$ cat src/rtl/mrf_pkg.sv
// Shared definitions for the MRF event-stream transmitter.
//   K28_5 / EV_NULL : comma character and null event code
//   mrf_lane_t      : one 16-bit lane, {dbus byte, event byte}
//   mrf_params_ok   : elaboration-time legality check of the top-level parameters
package mrf_pkg;

  localparam logic [7:0] K28_5   = 8'hBC;
  localparam logic [7:0] EV_NULL = 8'h00;

  typedef struct packed {
    logic [7:0] dbus;
    logic [7:0] evt;
  } mrf_lane_t;

  function automatic bit mrf_params_ok(input int bytes, input int comma_period,
                                       input int fifo_depth);
    int lanes;
    lanes = bytes / 2;
    if (bytes != 2 && bytes != 4) return 1'b0;
    if (comma_period < lanes || (comma_period % lanes) != 0) return 1'b0;
    if (fifo_depth < 4 || (fifo_depth & (fifo_depth - 1)) != 0) return 1'b0;
    return 1'b1;
  endfunction

endpackage

$ cat src/rtl/mrf_event_fifo.sv
// Event-code queue: one write port, LANES-wide first-word-fall-through read.
//   clk, reset : clock and asynchronous active-high reset (flushes the queue)
//   push, din  : write one code (ignored when full)
//   pop_n      : number of head entries consumed this edge (0..LANES, <= count)
//   head       : the next LANES entries in FIFO order (valid up to count)
//   count,full : registered occupancy and its full flag
module mrf_event_fifo
  import mrf_pkg::*;
#(
  parameter int DEPTH = 16,
  parameter int LANES = 1,
  parameter int LW    = $clog2(DEPTH) + 1
) (
  input  logic                  clk,
  input  logic                  reset,
  input  logic                  push,
  input  logic [7:0]            din,
  input  logic [LW-1:0]         pop_n,
  output logic [LANES-1:0][7:0] head,
  output logic [LW-1:0]         count,
  output logic                  full
);

  localparam int AW = $clog2(DEPTH);

  logic [7:0]    mem [DEPTH];
  logic [AW-1:0] wr_ptr_reg;
  logic [AW-1:0] rd_ptr_reg;
  logic [LW-1:0] count_reg;
  logic          do_push;

  assign full    = (count_reg == LW'(DEPTH));
  assign count   = count_reg;
  assign do_push = push && !full;

  // Pointers wrap naturally because DEPTH is a power of two.
  genvar gi;
  generate
    for (gi = 0; gi < LANES; gi++) begin : g_head
      assign head[gi] = mem[rd_ptr_reg + AW'(gi)];
    end
  endgenerate

  always_ff @(posedge clk) begin
    if (do_push) mem[wr_ptr_reg] <= din;
  end

  always_ff @(posedge clk or posedge reset) begin
    if (reset) begin
      wr_ptr_reg <= '0;
      rd_ptr_reg <= '0;
      count_reg  <= '0;
    end else begin
      if (do_push) wr_ptr_reg <= wr_ptr_reg + 1'b1;
      rd_ptr_reg <= rd_ptr_reg + pop_n[AW-1:0];
      count_reg  <= count_reg + LW'(do_push) - pop_n;
    end
  end

endmodule

$ cat src/rtl/mrf_frame_gen.sv
// MRF event-stream transmitter for the GTP TX user interface.
//   tx_clk, reset : sole clock; asynchronous active-high reset
//   ready         : GT TX reset done; low forces an all-zero idle word
//   ev_valid/ev_code/ev_ready : event queue write handshake (0x00 is dropped)
//   dbus          : distributed bus byte, copied into every lane
//   tx_data/tx_is_k : registered GT word and K-character flags
//   fifo_level    : queued events;  ev_sent : wrapping count of transmitted events
module mrf_frame_gen
  import mrf_pkg::*;
#(
  parameter  int BYTES        = 2,
  parameter  int COMMA_PERIOD = 4,
  parameter  int FIFO_DEPTH   = 16,
  parameter  int CNT_W        = 32,
  localparam int LANES        = BYTES / 2,
  localparam int LW           = $clog2(FIFO_DEPTH) + 1
) (
  input  logic                tx_clk,
  input  logic                reset,
  input  logic                ready,
  input  logic                ev_valid,
  input  logic [7:0]          ev_code,
  output logic                ev_ready,
  input  logic [7:0]          dbus,
  output logic [16*LANES-1:0] tx_data,
  output logic [BYTES-1:0]    tx_is_k,
  output logic [LW-1:0]       fifo_level,
  output logic [CNT_W-1:0]    ev_sent
);

  generate
    if (!mrf_params_ok(BYTES, COMMA_PERIOD, FIFO_DEPTH)) begin : g_bad_params
      $error("mrf_frame_gen: illegal BYTES, COMMA_PERIOD or FIFO_DEPTH");
    end
  endgenerate

  localparam int SW = $clog2(COMMA_PERIOD + 1);
  localparam logic [LW-1:0] LANES_W = LW'(LANES);

  logic                  rst_done_reg;
  logic [SW-1:0]         slot_cnt_reg;
  logic [SW-1:0]         slot_cnt_next;
  logic [SW-1:0]         slot_sum;
  mrf_lane_t [LANES-1:0] lane_reg;
  mrf_lane_t [LANES-1:0] lane_next;
  logic [BYTES-1:0]      is_k_reg;
  logic [BYTES-1:0]      is_k_next;
  logic [CNT_W-1:0]      ev_sent_reg;

  logic [LANES-1:0][7:0] head;
  logic [LW-1:0]         count;
  logic                  full;
  logic                  push;
  logic [LW-1:0]         pop_n;
  logic [LW-1:0]         avail_slots;
  logic                  comma;

  // rst_done_reg keeps ev_ready low until the first edge after reset release.
  assign ev_ready = rst_done_reg && !full;
  assign push     = ev_valid && ev_ready && (ev_code != EV_NULL);

  // slot_cnt is always a multiple of LANES below COMMA_PERIOD, so slot 0
  // can only ever fall on lane 0.
  assign comma = (slot_cnt_reg == '0);

  mrf_event_fifo #(
    .DEPTH (FIFO_DEPTH),
    .LANES (LANES),
    .LW    (LW)
  ) u_fifo (
    .clk   (tx_clk),
    .reset (reset),
    .push  (push),
    .din   (ev_code),
    .pop_n (pop_n),
    .head  (head),
    .count (count),
    .full  (full)
  );

  genvar gi;
  generate
    for (gi = 0; gi < LANES; gi++) begin : g_lane
      logic [7:0] evt;
      if (gi == 0) begin : g_first
        assign evt = comma ? K28_5 : ((count != '0) ? head[0] : EV_NULL);
        assign is_k_next[0] = ready && comma;
      end else begin : g_rest
        localparam logic [LW-1:0] IDX    = LW'(gi);
        localparam logic [LW-1:0] IDX_M1 = LW'(gi - 1);
        // A comma on lane 0 shifts every later lane one FIFO entry earlier.
        assign evt = comma ? ((count > IDX_M1) ? head[gi-1] : EV_NULL)
                           : ((count > IDX)    ? head[gi]   : EV_NULL);
        assign is_k_next[2*gi] = 1'b0;
      end
      assign is_k_next[2*gi+1]  = 1'b0;
      assign lane_next[gi].dbus = ready ? dbus : 8'h00;
      assign lane_next[gi].evt  = ready ? evt  : 8'h00;
    end
  endgenerate

  always_comb begin
    avail_slots = comma ? (LANES_W - 1'b1) : LANES_W;
    pop_n       = '0;
    if (ready) pop_n = (count < avail_slots) ? count : avail_slots;
  end

  assign slot_sum      = slot_cnt_reg + SW'(LANES);
  assign slot_cnt_next = !ready ? '0 : ((slot_sum == SW'(COMMA_PERIOD)) ? '0 : slot_sum);

  always_ff @(posedge tx_clk or posedge reset) begin
    if (reset) begin
      rst_done_reg <= 1'b0;
      slot_cnt_reg <= '0;
      lane_reg     <= '0;
      is_k_reg     <= '0;
      ev_sent_reg  <= '0;
    end else begin
      rst_done_reg <= 1'b1;
      slot_cnt_reg <= slot_cnt_next;
      lane_reg     <= lane_next;
      is_k_reg     <= is_k_next;
      ev_sent_reg  <= ev_sent_reg + CNT_W'(pop_n);
    end
  end

  assign tx_data    = lane_reg;
  assign tx_is_k    = is_k_reg;
  assign fifo_level = count;
  assign ev_sent    = ev_sent_reg;

endmodule

$ cat config.mk
export PLATFORM = sky130hd
export DESIGN_NAME = mrf_frame_gen
export DESIGN_NICKNAME = d
export VERILOG_FILES = /design/src/rtl/mrf_pkg.sv /design/src/rtl/mrf_event_fifo.sv /design/src/rtl/mrf_frame_gen.sv
export SDC_FILE = /design/constraint.sdc
export NUM_CORES = 1
export LEC_CHECK = 0
export BUFFER_PORTS_ARGS = -buffer_cell sky130_fd_sc_hd__buf_2
export CORE_MARGIN = 2
export CORE_UTILIZATION = 53
export DETAILED_ROUTE_END_ITERATION = 10
export GPL_TIMING_DRIVEN = 0
export PLACE_DENSITY_LB_ADDON = 0.15
export SLEW_MARGIN = 5
export SYNTH_ARGS = -nofsm -noshare
export SYNTH_HDL_FRONTEND = slang
export SYNTH_SLANG_ARGS = --single-unit
$ cat constraint.sdc
create_clock -name tx_clk -period 2.6 [get_ports tx_clk]
set_input_delay 0.39 -clock tx_clk [delete_from_list [all_inputs] [get_ports tx_clk]]
set_output_delay 0.39 -clock tx_clk [all_outputs]
set_load 0.01 [all_outputs]
Yosys cells after proc, flatten, opt, wreduce, memory -nomap -nowiden
Memory sizes are Yosys's and may differ from the RTL's. Index checks and enable logic that the tools add are counted.

Memories kept: 1. Register bits: 66. Bits in writable memories: 128. Input bits: 20. Logic and storage cells: 39. Output and inout port bits: 56.

Add/subtract/negate cells: 6. Mux-type cells: 11. Reduce and logical (&&, ||, !) cells: 9. Equality and inequality tests: 2. Order comparisons: 1.

Memory list: u_fifo.mem (words 16, bits a word 8, rd ports 1, clocked after Yosys merged registers in 0, wr ports 1, RTL line mrf_event_fifo.sv:26) `logic [7:0] mem [DEPTH];`.

Operators with widths (number): $add 32x5->32 (1); $mux 8 (4); $mux 5 (2); $reduce_bool 8->1 (1); $mux 3 (2); $add 5x1->5 (1); $eq 5x5->1 const B (1); $logic_and 1x1->1 (5); $lt 5x1->1 (1); $reduce_bool 5->1 (1); $sub 5x5->5 (1); $add 4x1->4 const B (1); $add 4x4->4 (1); $add 3x1->3 const B (1); $eq 3x3->1 const B (1); $logic_not 3->1 (1); $mux 1 (3); $logic_not 1->1 (1).

Longest topological paths before layout
Depth in word-level cells: 8. Depth in mapped cells: 12. Gate-level depth less buffers: 12.

Modules after synthesis
A second synthesis with hierarchy kept.

Cell total of the unflattened synthesis: 514. Area, all modules: 8298.0 µm².

By module, submodules not included: mrf_event_fifo (cells an instance 295, seq. area each 4169.0 µm², instances 1, area an instance 5809.3 µm²); mrf_frame_gen (cells an instance 219, seq. area each 1326.3 µm², instances 1, area an instance 2488.6 µm²).

Worst setup path after synthesis
Ideal clock, no wire load.

Path type: reg2reg. Start point: register u_fifo.count_reg[2], in the netlist u_fifo.count[2]. End point: register ev_sent_reg[14], in the netlist ev_sent[14]. Path buffers: 1. Data required time: 2.467 ns. Clock period less this slack: 2.716 ns. Library setup time: 0.133 ns. Path slack: -0.116 ns. Stages on the path, launching flop included: 12. Arrival: 2.583 ns. Path through: dfrtp_1 or3_1 nand2_1 a21oi_1 o21a_1 ha_1 fa_1 a211oi_1 o21ba_2 buf_2 nor3b_1 xor2_1.

Longest elaborated chain between the ends: 4.

RTL lines: start, declared (RTL line mrf_event_fifo.sv:29) `logic [LW-1:0] count_reg;`; start signal, assigned (RTL line mrf_event_fifo.sv:56) `count_reg <= count_reg + LW'(do_push) - pop_n;`; $lt 5x1->1 (RTL line mrf_frame_gen.sv:105) `if (ready) pop_n = (count < avail_slots) ? count : avail_slots;`; $mux 5 (*) (2 in series) (RTL line mrf_frame_gen.sv:105); $add 32x5->32 (*) (RTL line mrf_frame_gen.sv:123) `ev_sent_reg <= ev_sent_reg + CNT_W'(pop_n);`; end signal, assigned (RTL line mrf_frame_gen.sv:123); end, declared (RTL line mrf_frame_gen.sv:48) `logic [CNT_W-1:0] ev_sent_reg;`.

Every way passes the cells marked *; elsewhere a longest branch is shown, timed or not. A chain may end at the register's enable or synchronous reset.

Worst setup path in the final report
Start point: register u_fifo.count_reg[2], in the netlist u_fifo.count[2]. End point: register u_fifo.count_reg[4], in the netlist u_fifo.count[4].

Longest elaborated chain between the ends: 8. Elaborated cells on any way between the ends: 11. Classes of those cells: add/sub: 2; order compare: 1; eq/ne: 1; mux: 2; reduce/logical: 5.

RTL lines: $eq 5x5->1 (RTL line mrf_event_fifo.sv:32) `assign full = (count_reg == LW'(DEPTH));`; $logic_not 1->1 (RTL line mrf_event_fifo.sv:34, mrf_frame_gen.sv:59); $logic_and 1x1->1 (RTL line mrf_frame_gen.sv:59) `assign ev_ready = rst_done_reg && !full;`; $logic_and 1x1->1 (2 in series) (RTL line mrf_frame_gen.sv:60) `assign push = ev_valid && ev_ready && (ev_code != EV_NULL);`; $logic_and 1x1->1 (RTL line mrf_event_fifo.sv:34) `assign do_push = push && !full;`; $add 5x1->5 (RTL line mrf_event_fifo.sv:56); $sub 5x5->5 (*) (RTL line mrf_event_fifo.sv:56).

Marks and branches as above.

==> impl_metrics.yaml <==
clock_tree:
  hold_buffers: 0
  numClockSinks: 194
  clk_pin_slew_ns: 0.07
  root_buffer: "clkbuf_16"
  cts_buffer_depth: 2
  cts_tree: "built"
  insertion_delay_ns: 0.43
  htreeDepth: 4
  numCtsBuffers: 17
placement:
  placement.io_buffers: 74
  routabilityCongestion: 0.754
  dp_hpwl_um: 10800
  dpl_cell_area_sq_um: 9030
finish:
  fin_area_sq_um: 10000
  multi_input_area_sq_um: 2870
  area_delta_synth_final_pct: 20.1
  fillCellCount: 1075
  largest_reg_flops: 128
  antenna_cells: 0
  seqCellArea_sq_um: 5500
  finish.net_count: 656
  postLayoutCoreUtil_pct: 65.5
  drive_above_1_share_pct: 35.5
worst_setup_path:
  crit_arrival_ns: 3.01
  critPathLaunchType: "flop"
  crit_type: "reg2reg"
  cp-startpoint: "u_fifo.count[2]"
  critPathMaxFanout: 2
  critPathRequiredTime_ns: 2.95
  end_kind: "flop"
  r2r-start: "u_fifo.count[2]"
sta:
  max_freq_ghz: 0.376
  final_hold_viol_count: 0
  setup_ws_ns: -0.0579
  fin_crit_ns: 2.66
  tightest_slew_ns: 0.790
  final-max-slew-violation-count: 0
  setup_viol: 1
  rsz0062_at_grt: "yes"
  post-route-period-util_pct: 102
  max_slew_margin_pct: 47.3
  finClkSkew_ns: 0.00893
status:
  violations: "negative setup slack"
  status: "finished, violations left"
detailed_routing:
  avgViaCountPerCell: 5.57
  first_pass_iters: 5
  drt-total-wl_um: 16300
  detail_route.wl_per_cell_um: 19.6
  num_vias: 4638
  drtAntennaViolNets: 0
  dr.first_iter.drc_count: 324
  drc: 0
die:
  dieWidth_um: 129
  start_util_pct: 54.5
  boundaryPins: 76
  die_y_um: 129
  dieArea_sq_um: 16800
  row_count: 45
  core_sq_um: 15300
synthesis:
  synth_fp_nets: 533
  yosysSeqAreaShare_pct: 65.8
  synth_top_area_share_pct: 46.1
  synth_warnings: 0
  async_flop_share_pct: 34.0
  syn_inst: 486
  syn_area_sq_um: 8350
  synth_most_common_cell: "edfxtp_1"
  synth.avg_cell_area_sq_um: 17.2
  ys_top_cells_by_count: "128 x edfxtp_1, 66 x dfrtp_1, 24 x ha_1"
  synth_seq_cells: 194
  synth_edf_count: 128
  synth_ff_type: "edfxtp_1"
  synthTopCellsByArea: "edfxtp_1 46%, dfrtp_1 20%, mux4_2 5.9%"
  synth_top_cell_by_area: "edfxtp_1"
  ys_types: 55
global_route:
  grtUsageTotal_pct: 20.5
  grt_pass1_vias: 4653
  antenna_found_initial: 0
  grt_first_pass_wirelength_um: 25200
  grt_max_degree: 67
  grt_remaining_overflow: 0
power_and_ir_drop:
  p_per_area_nw_per_um2: 961
  leakage_nw: 4.07
  peakVddDrop_mv: 0.741
hold_path:
  hold_path.class: "in2async"
run:
  maxCapViolations: 0
-- kinds of logic after synthesis --
family | count (synthesis) | share of synthesized area (%)
muxes | 46 | 10.8
xor gates and xnor gates | 39 | 4.09
other | 2 | 0.0900
and+or+nand+nor | 90 | 7.61
DFF | 194 | 65.8
buffers and inverters | 43 | 2.98
adders and majority gates | 27 | 4.32
AOI/OAI and AO/OA | 45 | 4.29
-- layer usage --
metal	up-vias	routed length, um	share of wire (%)	global-route usage, %
met5	-	0	0	0
met4	0	217	1.3	6.89
met3	21	804	4.9	4.67
met2	129	8130	50	34.6
met1	2365	7170	44	26.5
li1	2123	-	-	-
-- placed cells by master, fill, tap and decap left out, types with 10 or more instances in the layout --
cell       synthesis  routed
xnor2_1           17      17
xor2_1            22      22
ha_1              24      15
and2_1            15      15
clkbuf_16          0      17
buf_4              5      31
a211oi_1          15      10
buf_2              7      79
inv_1             22      19
mux4_2            22      22
mux4_1            10      10
and4_1            10      10
nand2_1           12      11
mux2i_1           13      13
edfxtp_1         128     128
dfrtp_1           66      66
-- per-stage QoR --
step / TNS [ns] / std cells / setup slack [ns] / total power [mW] / hold WS (ns)
2_1_floorplan: -0.00112 / 486 / -0.00112 / 5.97 / 0.431
3_3_place_gp: -27.74 / 771 / -0.599 / 6.70 / 0.449
3_5_place_dp: -4.45 / 773 / -0.292 / 6.80 / 0.454
4_1_cts: -0.0532 / 819 / -0.0532 / 9.37 / 0.150
5_1_grt: -1.34 / 833 / -0.181 / 10.2 / 0.165
6_report: -0.0579 / 833 / -0.0579 / 9.64 / 0.119
-- worst max-delay path: stages, from the launching register on --
cell	delay, ns
dfrtp_1	0.38
or3_4	0.39
nand2_2	0.07
a21oi_2	0.04
o21a_1	0.21
buf_6	0.13
ha_4	0.25
inv_2	0.04
ha_4	0.16
fa_2	0.40
a21o_1	0.22
a21oi_2	0.14
xor2_1	0.14
-- layout make-up --
| type | count | area share (%) |
|---|---|---|
| Clock buffer | 21 | 4.39 |
| Inverter | 22 | 0.848 |
| Clock inverter | 11 | 0.799 |
| Timing Repair Buffer | 105 | 6.14 |
| Buffer | 20 | 1.73 |
| Multi-Input combinational cell | 249 | 28.7 |
| Tap cell | 211 | 2.63 |
| Sequential cell | 194 | 54.8 |
-- path summary, 6_finish.rpt --
kind,end,slack [ns],depth (start not counted)
max,u_fifo.count[4],-0.06,12
min,ev_sent[25],0.12,2
max reg2reg,u_fifo.count[4],-0.06,12
min reg2reg,ev_sent[31],0.47,1
max in group asynchronous,tx_data[1],1.96,2
min in group tx_clk,tx_data[9],0.18,2
-- repair_timing --
action,in CTS,in global routing
endpoints found under the hold margin,0,0
pin swaps,11,19
buffers inserted,14,15
endpoints found under the setup margin,27,29
resized for setup,16,38
-- power breakdown --
part	switching, mW	internal, mW
logic	1.74	1.69
clock network	1.10	1.23
registers	0.216	3.65
Power figures use the tool's default switching activity.
